`config.mk`:
```
export PLATFORM = sky130hd
export DESIGN_NAME = stopwatch_bcd_counter
export DESIGN_NICKNAME = d
export VERILOG_FILES = /design/src/rtl/stopwatch_bcd_counter.sv
export SDC_FILE = /design/constraint.sdc
export NUM_CORES = 1
export LEC_CHECK = 0
export BUFFER_PORTS_ARGS = -buffer_cell sky130_fd_sc_hd__buf_2
export CORE_AREA = 4 4 70 104
export CTS_CLUSTER_SIZE = 10
export DETAILED_ROUTE_END_ITERATION = 6
export DIE_AREA = 0 0 74 108
export REMOVE_ABC_BUFFERS = 1
export SYNTH_ARGS = -nofsm -noshare
export SYNTH_HDL_FRONTEND = slang
export SYNTH_SLANG_ARGS = --single-unit
```
`constraint.sdc`:
```
create_clock -name clk -period 7.45 [get_ports clk]
set_input_delay 0 -clock clk [delete_from_list [all_inputs] [get_ports clk]]
set_output_delay 0 -clock clk [all_outputs]
set_load 0.05 [all_outputs]
```
`src/rtl/stopwatch_bcd_counter.sv`:
```
// stopwatch_bcd_counter
// Multi-digit BCD stopwatch counter. A start/stop button toggles between
// STOP and RUN, a clear button zeroes the count. While running, a prescaler
// divides clk down to TICK_HZ and each tick increments the BCD register with
// decimal carry. Every field only ever holds codes 0..9.
module stopwatch_bcd_counter #(
  parameter int CLK_HZ  = 50_000_000,
  parameter int TICK_HZ = 10,
  parameter int DIGITS  = 4
) (
  input  logic                  clk,
  input  logic                  rst_n,
  input  logic                  key_start_n,
  input  logic                  key_clear_n,
  output logic [4*DIGITS-1:0]   digits,
  output logic                  running,
  output logic                  wrapped
);

  localparam int DIV = CLK_HZ / TICK_HZ;
  localparam int PW  = (DIV > 1) ? $clog2(DIV) : 1;
  localparam logic [PW-1:0] PRESC_LAST = PW'(DIV - 1);
  localparam logic [PW-1:0] PRESC_ONE  = PW'(1);
  localparam logic [PW-1:0] PRESC_ZERO = PW'(0);

  localparam logic [0:0] STATE_STOP = 1'b0;
  localparam logic [0:0] STATE_RUN  = 1'b1;

  // Button synchronizers and edge-detect flops (idle level is 1 = released)
  logic start_s1_q, start_s2_q, start_prev_q;
  logic clear_s1_q, clear_s2_q, clear_prev_q;
  logic start_press_s, clear_press_s;

  // Core state
  logic [0:0]          state_q, state_d;
  logic [PW-1:0]       presc_q, presc_d;
  logic [4*DIGITS-1:0] digits_q, digits_d;
  logic                wrapped_q, wrapped_d;
  logic                running_q;

  // Increment helpers
  logic                tick_s;
  logic [4*DIGITS-1:0] inc_digits_s;
  logic                all_nines_s;
  logic                carry_s;

  // Two-flop synchronizer plus previous-value flop for both buttons
  always_ff @(posedge clk or negedge rst_n) begin
    if (!rst_n) begin
      start_s1_q   <= 1'b1;
      start_s2_q   <= 1'b1;
      start_prev_q <= 1'b1;
      clear_s1_q   <= 1'b1;
      clear_s2_q   <= 1'b1;
      clear_prev_q <= 1'b1;
    end else begin
      start_s1_q   <= key_start_n;
      start_s2_q   <= start_s1_q;
      start_prev_q <= start_s2_q;
      clear_s1_q   <= key_clear_n;
      clear_s2_q   <= clear_s1_q;
      clear_prev_q <= clear_s2_q;
    end
  end

  // A press is the falling edge of the synchronized key: one cycle per push
  assign start_press_s = ~start_s2_q & start_prev_q;
  assign clear_press_s = ~clear_s2_q & clear_prev_q;

  // Tick fires in the last prescaler cycle, only while running
  assign tick_s = (state_q == STATE_RUN) && (presc_q == PRESC_LAST);

  // Decimal increment of the whole register with ripple carry; any field at 9
  // (or an impossible code above 9) wraps to 0 and carries onward
  always_comb begin
    inc_digits_s = digits_q;
    carry_s      = 1'b1;
    all_nines_s  = 1'b1;
    for (int i = 0; i < DIGITS; i++) begin
      if (digits_q[4*i +: 4] != 4'd9) begin
        all_nines_s = 1'b0;
      end else begin
        all_nines_s = all_nines_s;
      end
      if (carry_s) begin
        if (digits_q[4*i +: 4] >= 4'd9) begin
          inc_digits_s[4*i +: 4] = 4'd0;
          carry_s                = 1'b1;
        end else begin
          inc_digits_s[4*i +: 4] = digits_q[4*i +: 4] + 4'd1;
          carry_s                = 1'b0;
        end
      end else begin
        inc_digits_s[4*i +: 4] = digits_q[4*i +: 4];
      end
    end
  end

  // Next-state logic: state toggle, prescaler, count and sticky wrap flag
  always_comb begin
    state_d   = state_q;
    presc_d   = presc_q;
    digits_d  = digits_q;
    wrapped_d = wrapped_q;

    case (state_q)
      STATE_STOP: begin
        if (start_press_s) begin
          state_d = STATE_RUN;
          presc_d = PRESC_ZERO;
        end else begin
          state_d = STATE_STOP;
        end
      end
      STATE_RUN: begin
        if (start_press_s) begin
          state_d = STATE_STOP;
        end else begin
          state_d = STATE_RUN;
        end
        if (tick_s) begin
          presc_d = PRESC_ZERO;
        end else begin
          presc_d = presc_q + PRESC_ONE;
        end
      end
      default: begin
        state_d = STATE_STOP;
        presc_d = PRESC_ZERO;
      end
    endcase

    // Clear beats a coincident tick; it never touches the run state
    if (clear_press_s) begin
      digits_d  = '0;
      wrapped_d = 1'b0;
      presc_d   = PRESC_ZERO;
    end else if (tick_s) begin
      digits_d  = inc_digits_s;
      wrapped_d = wrapped_q | all_nines_s;
    end else begin
      digits_d  = digits_q;
    end
  end

  // Core state registers; running mirrors the registered state
  always_ff @(posedge clk or negedge rst_n) begin
    if (!rst_n) begin
      state_q   <= STATE_STOP;
      presc_q   <= PRESC_ZERO;
      digits_q  <= '0;
      wrapped_q <= 1'b0;
      running_q <= 1'b0;
    end else begin
      state_q   <= state_d;
      presc_q   <= presc_d;
      digits_q  <= digits_d;
      wrapped_q <= wrapped_d;
      running_q <= (state_d == STATE_RUN);
    end
  end

  assign digits  = digits_q;
  assign running = running_q;
  assign wrapped = wrapped_q;

endmodule

```
==> run summary <==
The congestion estimate from routability-driven global placement came to 0.810. The floorplan step defined a die boundary enclosing 7990 µm². Among all cell types in the netlist, the one instantiated most often is sky130_fd_sc_hd__dfrtp_1. After technology mapping, the gate count stands at 279.

The run gives 4 as the number of detailed-route iterations in the first pass. For the pin with the worst max-slew slack, the measured transition is 1.07 ns. The number of buffers created by CTS came out at 5.

The worst setup path is captured at a flip-flop. After the last flow step, the layout net total stands at 319. The total grt overflow is 0. Derived from the worst setup path, the maximum achievable clock frequency is 338 MHz. The combinational share of power came out at 19.2%.

The logs give 32.8% for the part of the total power dissipated in the clock network and 0.171 mV for the maximum vdd ir drop. Across the routed clock network, the largest skew measured is 0.00580 ns. Counting along the longest clock path gives a buffer depth of 2. The final critical path time including I/O delays and setup works out to 2.96 ns. For this design the ratio of total power to cell area is 203 nW/µm². Via count of the first global-routing pass: 2,085. Counting both buffers and inverters, the worst setup path holds a total of 0. For the largest net degree at the start of global routing, the log shows 48. The tree built by TritonCTS fans out to 47 sinks. The first routing iteration left 77 violations. The routed design has 6030 µm of wire. Number of placed cells counting well taps: 368. The flip-flop and latch count after synthesis is 47, and the number of I/O pins is 22.

Height of the chip: 108 µm. The number of antenna diodes in the final layout is 0. TritonCTS built the clock tree. Across the run, the number of max-cap violations was 0. For the worst-skew pair, the clock arrives at the later sink with an insertion delay of 0.30 ns. The layout cell share with drive strength beyond 1 came out at 13.5%. After detailed routing, the number of remaining DRC violations is 0. In this run, synthesis inferred 0 flip-flops with an integrated enable.

The start point of the critical path was presc_q[12]. Detailed placement finished with a half-perimeter wire length of 4250 µm. The start-to-end type of the worst setup path is flip-flop to flip-flop. The tools report the initial antenna violation count as 0.

Most common flop cell mapped by yosys: sky130_fd_sc_hd__dfrtp_1. The flow ran to the end, and the final reports show no timing, DRC or antenna violations. Power comes to 0.592 mW.

The logs give 7.69 ns for the required time at the worst-slack endpoint and 2590 µm² for the total standard cell area after synthesis. The area of the core region is 6440 µm². The mean instance size in the synthesized netlist is 9.30 µm². The routed layout has 2,193 vias. The tools report the clock root buffer as sky130_fd_sc_hd__clkbuf_8. Number of buffers added on ports: 21. From synthesis to final layout, the design area changed by 12.2%. Of all flip-flops after synthesis, the portion carrying an async set or reset was 100%. The startpoint identified for the worst register-to-register timing path is presc_q[12].

The Yosys step of the flow raised 0 warnings. The detail-routed via count per cell came out at 5.79. The final cell count without fillers came out at 379. The analysis attributes to net switching a power of 0.181 mW. The run gives 0 ns as the total negative slack for setup checks. Cell internal power was estimated by the tool at 0.411 mW. The maximum fanout count along the critical path was 11.

The detail route stage leaves a number of antenna-violating nets equal to 0. Global routing used 16.2% of the available tracks. Global-route wire length before repair: 10,100 µm.

The synthesized design spends more area on one cell type than any other, namely sky130_fd_sc_hd__dfrtp_1. The class of the tightest hold or removal check is input pin to async pin. The cell family contributing the most delay on the critical path is simple AND/OR/NAND/NOR gates.

Setup repair after global routing left no endpoint under its margin. The analysis attributes to cell leakage a power of 1.26 nW. Library cell contributing the largest single delay on the critical path: sky130_fd_sc_hd__or4_1. Synthesis instantiated 48 different standard cells from the library. The commonest cells after synthesis are sky130_fd_sc_hd__dfrtp_1, sky130_fd_sc_hd__a21oi_1, sky130_fd_sc_hd__nand3_1. The clock tree synthesis step divided the H-tree into 2 levels.

Of the total power, the share spent switching nets is 30.5%. The logs give 0 for the post-CTS resize count and 0 for the setup violation total in the final timing report. The signal on the critical path passes through or4b_1 > or4_1 > or3_1 > a2111oi_0 > mux2_2. The data arrival time of the worst path was 3.20 ns; the effective utilization at floorplan was 40.3%.

The width of the die is 74 µm, and the worst stage delay on the critical path is 0.61 ns. Total count of hold-check failures in the final report: 0. In the post-synthesis netlist, the biggest area contributors are sky130_fd_sc_hd__dfrtp_1, sky130_fd_sc_hd__ha_1, sky130_fd_sc_hd__dfstp_2.

The average wire per cell in the routed design was 15.9 µm; the cell row count was 36. The worst pin sits at a relative slew slack of 28.2%. The category of the worst setup path launch point is a flip-flop. Sequential cells were found to cover 45.6% of the synthesized design area. The post-route fraction of the period consumed by the critical path was 39.7%; the area fraction of the dominant cell type after synthesis was 39.6%. The clock-pin slew on the worst setup and hold paths came out at 0.09 ns. The number of slew-limit violations in the final report came out at 0. Relative contribution of sequential cells to total power: 48.1%.
logic make-up (layout without fill, tap and decap cells):
logic type / count (synthesis) / after routing / share of synthesized area (%)
compound gates: 85 / 85 / 20.6
xor+xnor: 1 / 1 / 0.338
fa+ha+maj: 13 / 13 / 6.27
buf+inv: 25 / 49 / 3.96
flops: 47 / 47 / 45.6
mux: 3 / 3 / 1.21
simple gates: 105 / 105 / 22.0
flip-flops by register name, indices dropped and copies added (netlist names):
signal	count
clear_prev_q	1
clear_s1_q	1
clear_s2_q	1
digits	16
presc_q	23
running	1
start_prev_q	1
start_s1_q	1
start_s2_q	1
wrapped	1
power groups by stage:
stage / Clock, mW / Combinational, mW / Sequential [mW]
2_1_floorplan: 0 / 0.0701 / 0.295
3_3_place_gp: 0 / 0.113 / 0.289
3_5_place_dp: 0 / 0.114 / 0.290
4_1_cts: 0.203 / 0.115 / 0.285
5_1_grt: 0.211 / 0.128 / 0.286
6_report: 0.194 / 0.113 / 0.285
per-stage QoR:
stage | setup slack [ns] | area (µm²) | hold WS (ns) | util [%]
floorplan | 4.75 | 2550 | -0.296 | -
global placement | 4.63 | 2760 | 0.107 | 42.9
detailed placement | 4.55 | 2760 | 0.108 | 42.9
CTS | 4.53 | 2910 | 0.331 | 45.2
global route | 4.35 | 2910 | 0.334 | 45.2
finish | 4.49 | 2910 | 0.316 | 45.2
routing by layer:
metal | global-route usage (%) | part of all wire, % | vias up | wire (µm)
met2 | 28.8 | 53 | 36 | 3200
met3 | 2.51 | 3.3 | 13 | 196
met4 | 7.12 | 2.9 | 0 | 174
met1 | 18.6 | 41 | 1054 | 2450
met5 | 0 | 0 | - | 0
li1 | - | - | 1090 | -
path summary, 6_finish.rpt:
path                            cells past startpoint          end  slack, ns
min in group clk                                    2   start_s1_q       0.34
worst min-delay path                                3      wrapped       0.32
worst min register to register                      0   clear_s2_q       0.36
worst max-delay path                                5   digits[12]       4.49
worst max register to register                      5   digits[12]       4.49
max in group asynchronous                           3  presc_q[18]       6.73
cell usage in the layout (no fill, tap or decap), types with 2 or more instances in the layout:
| cell type | count |
|---|---|
| sky130_fd_sc_hd__o21ai_0 | 13 |
| sky130_fd_sc_hd__a21o_1 | 4 |
| sky130_fd_sc_hd__a21oi_1 | 27 |
| sky130_fd_sc_hd__nor4_1 | 2 |
| sky130_fd_sc_hd__buf_2 | 21 |
| sky130_fd_sc_hd__clkbuf_8 | 6 |
| sky130_fd_sc_hd__o31a_1 | 2 |
| sky130_fd_sc_hd__and3_1 | 2 |
| sky130_fd_sc_hd__nor4b_1 | 2 |
| sky130_fd_sc_hd__ha_1 | 13 |
| sky130_fd_sc_hd__nand2_1 | 20 |
| sky130_fd_sc_hd__nand2b_1 | 3 |
| sky130_fd_sc_hd__nor2_1 | 14 |
| sky130_fd_sc_hd__mux2i_1 | 2 |
| sky130_fd_sc_hd__o211ai_1 | 3 |
| sky130_fd_sc_hd__and2_1 | 4 |
| sky130_fd_sc_hd__dfrtp_1 | 41 |
| sky130_fd_sc_hd__nor2b_1 | 3 |
| sky130_fd_sc_hd__nand3_1 | 21 |
| sky130_fd_sc_hd__buf_4 | 2 |
| sky130_fd_sc_hd__nor3_1 | 7 |
| sky130_fd_sc_hd__dfstp_2 | 6 |
| sky130_fd_sc_hd__a31oi_1 | 20 |
| sky130_fd_sc_hd__inv_1 | 15 |
| sky130_fd_sc_hd__or3_1 | 7 |
| sky130_fd_sc_hd__dlygate4sd3_1 | 3 |
| sky130_fd_sc_hd__nand4_1 | 5 |
| sky130_fd_sc_hd__a41oi_1 | 4 |
| sky130_fd_sc_hd__nand4b_1 | 3 |
| sky130_fd_sc_hd__o31ai_1 | 2 |
| sky130_fd_sc_hd__or4_1 | 6 |
tightest hold or removal path: cells and delay by family:
family                 cells  cell delay, ns
buffers and inverters      3            1.09
area by class of cell:
class                      instances  area, µm²
clock inverter                     2       35.0
clock buffer                       6       82.6
multi-input combinational        207       1310
inverter                          15       56.3
sequential                        47       1180
tap                               76       95.1
timing repair buffer              26        150
fill                             636       3530
repair_timing:
item / 4_1_cts / 5_1_grt
setup endpoints to repair: 0 / 0
buffers inserted: 0 / 0
endpoints found under the hold margin: 43 / 0
hold buffers: 3 / 0
(Power assumes the default switching activity.)
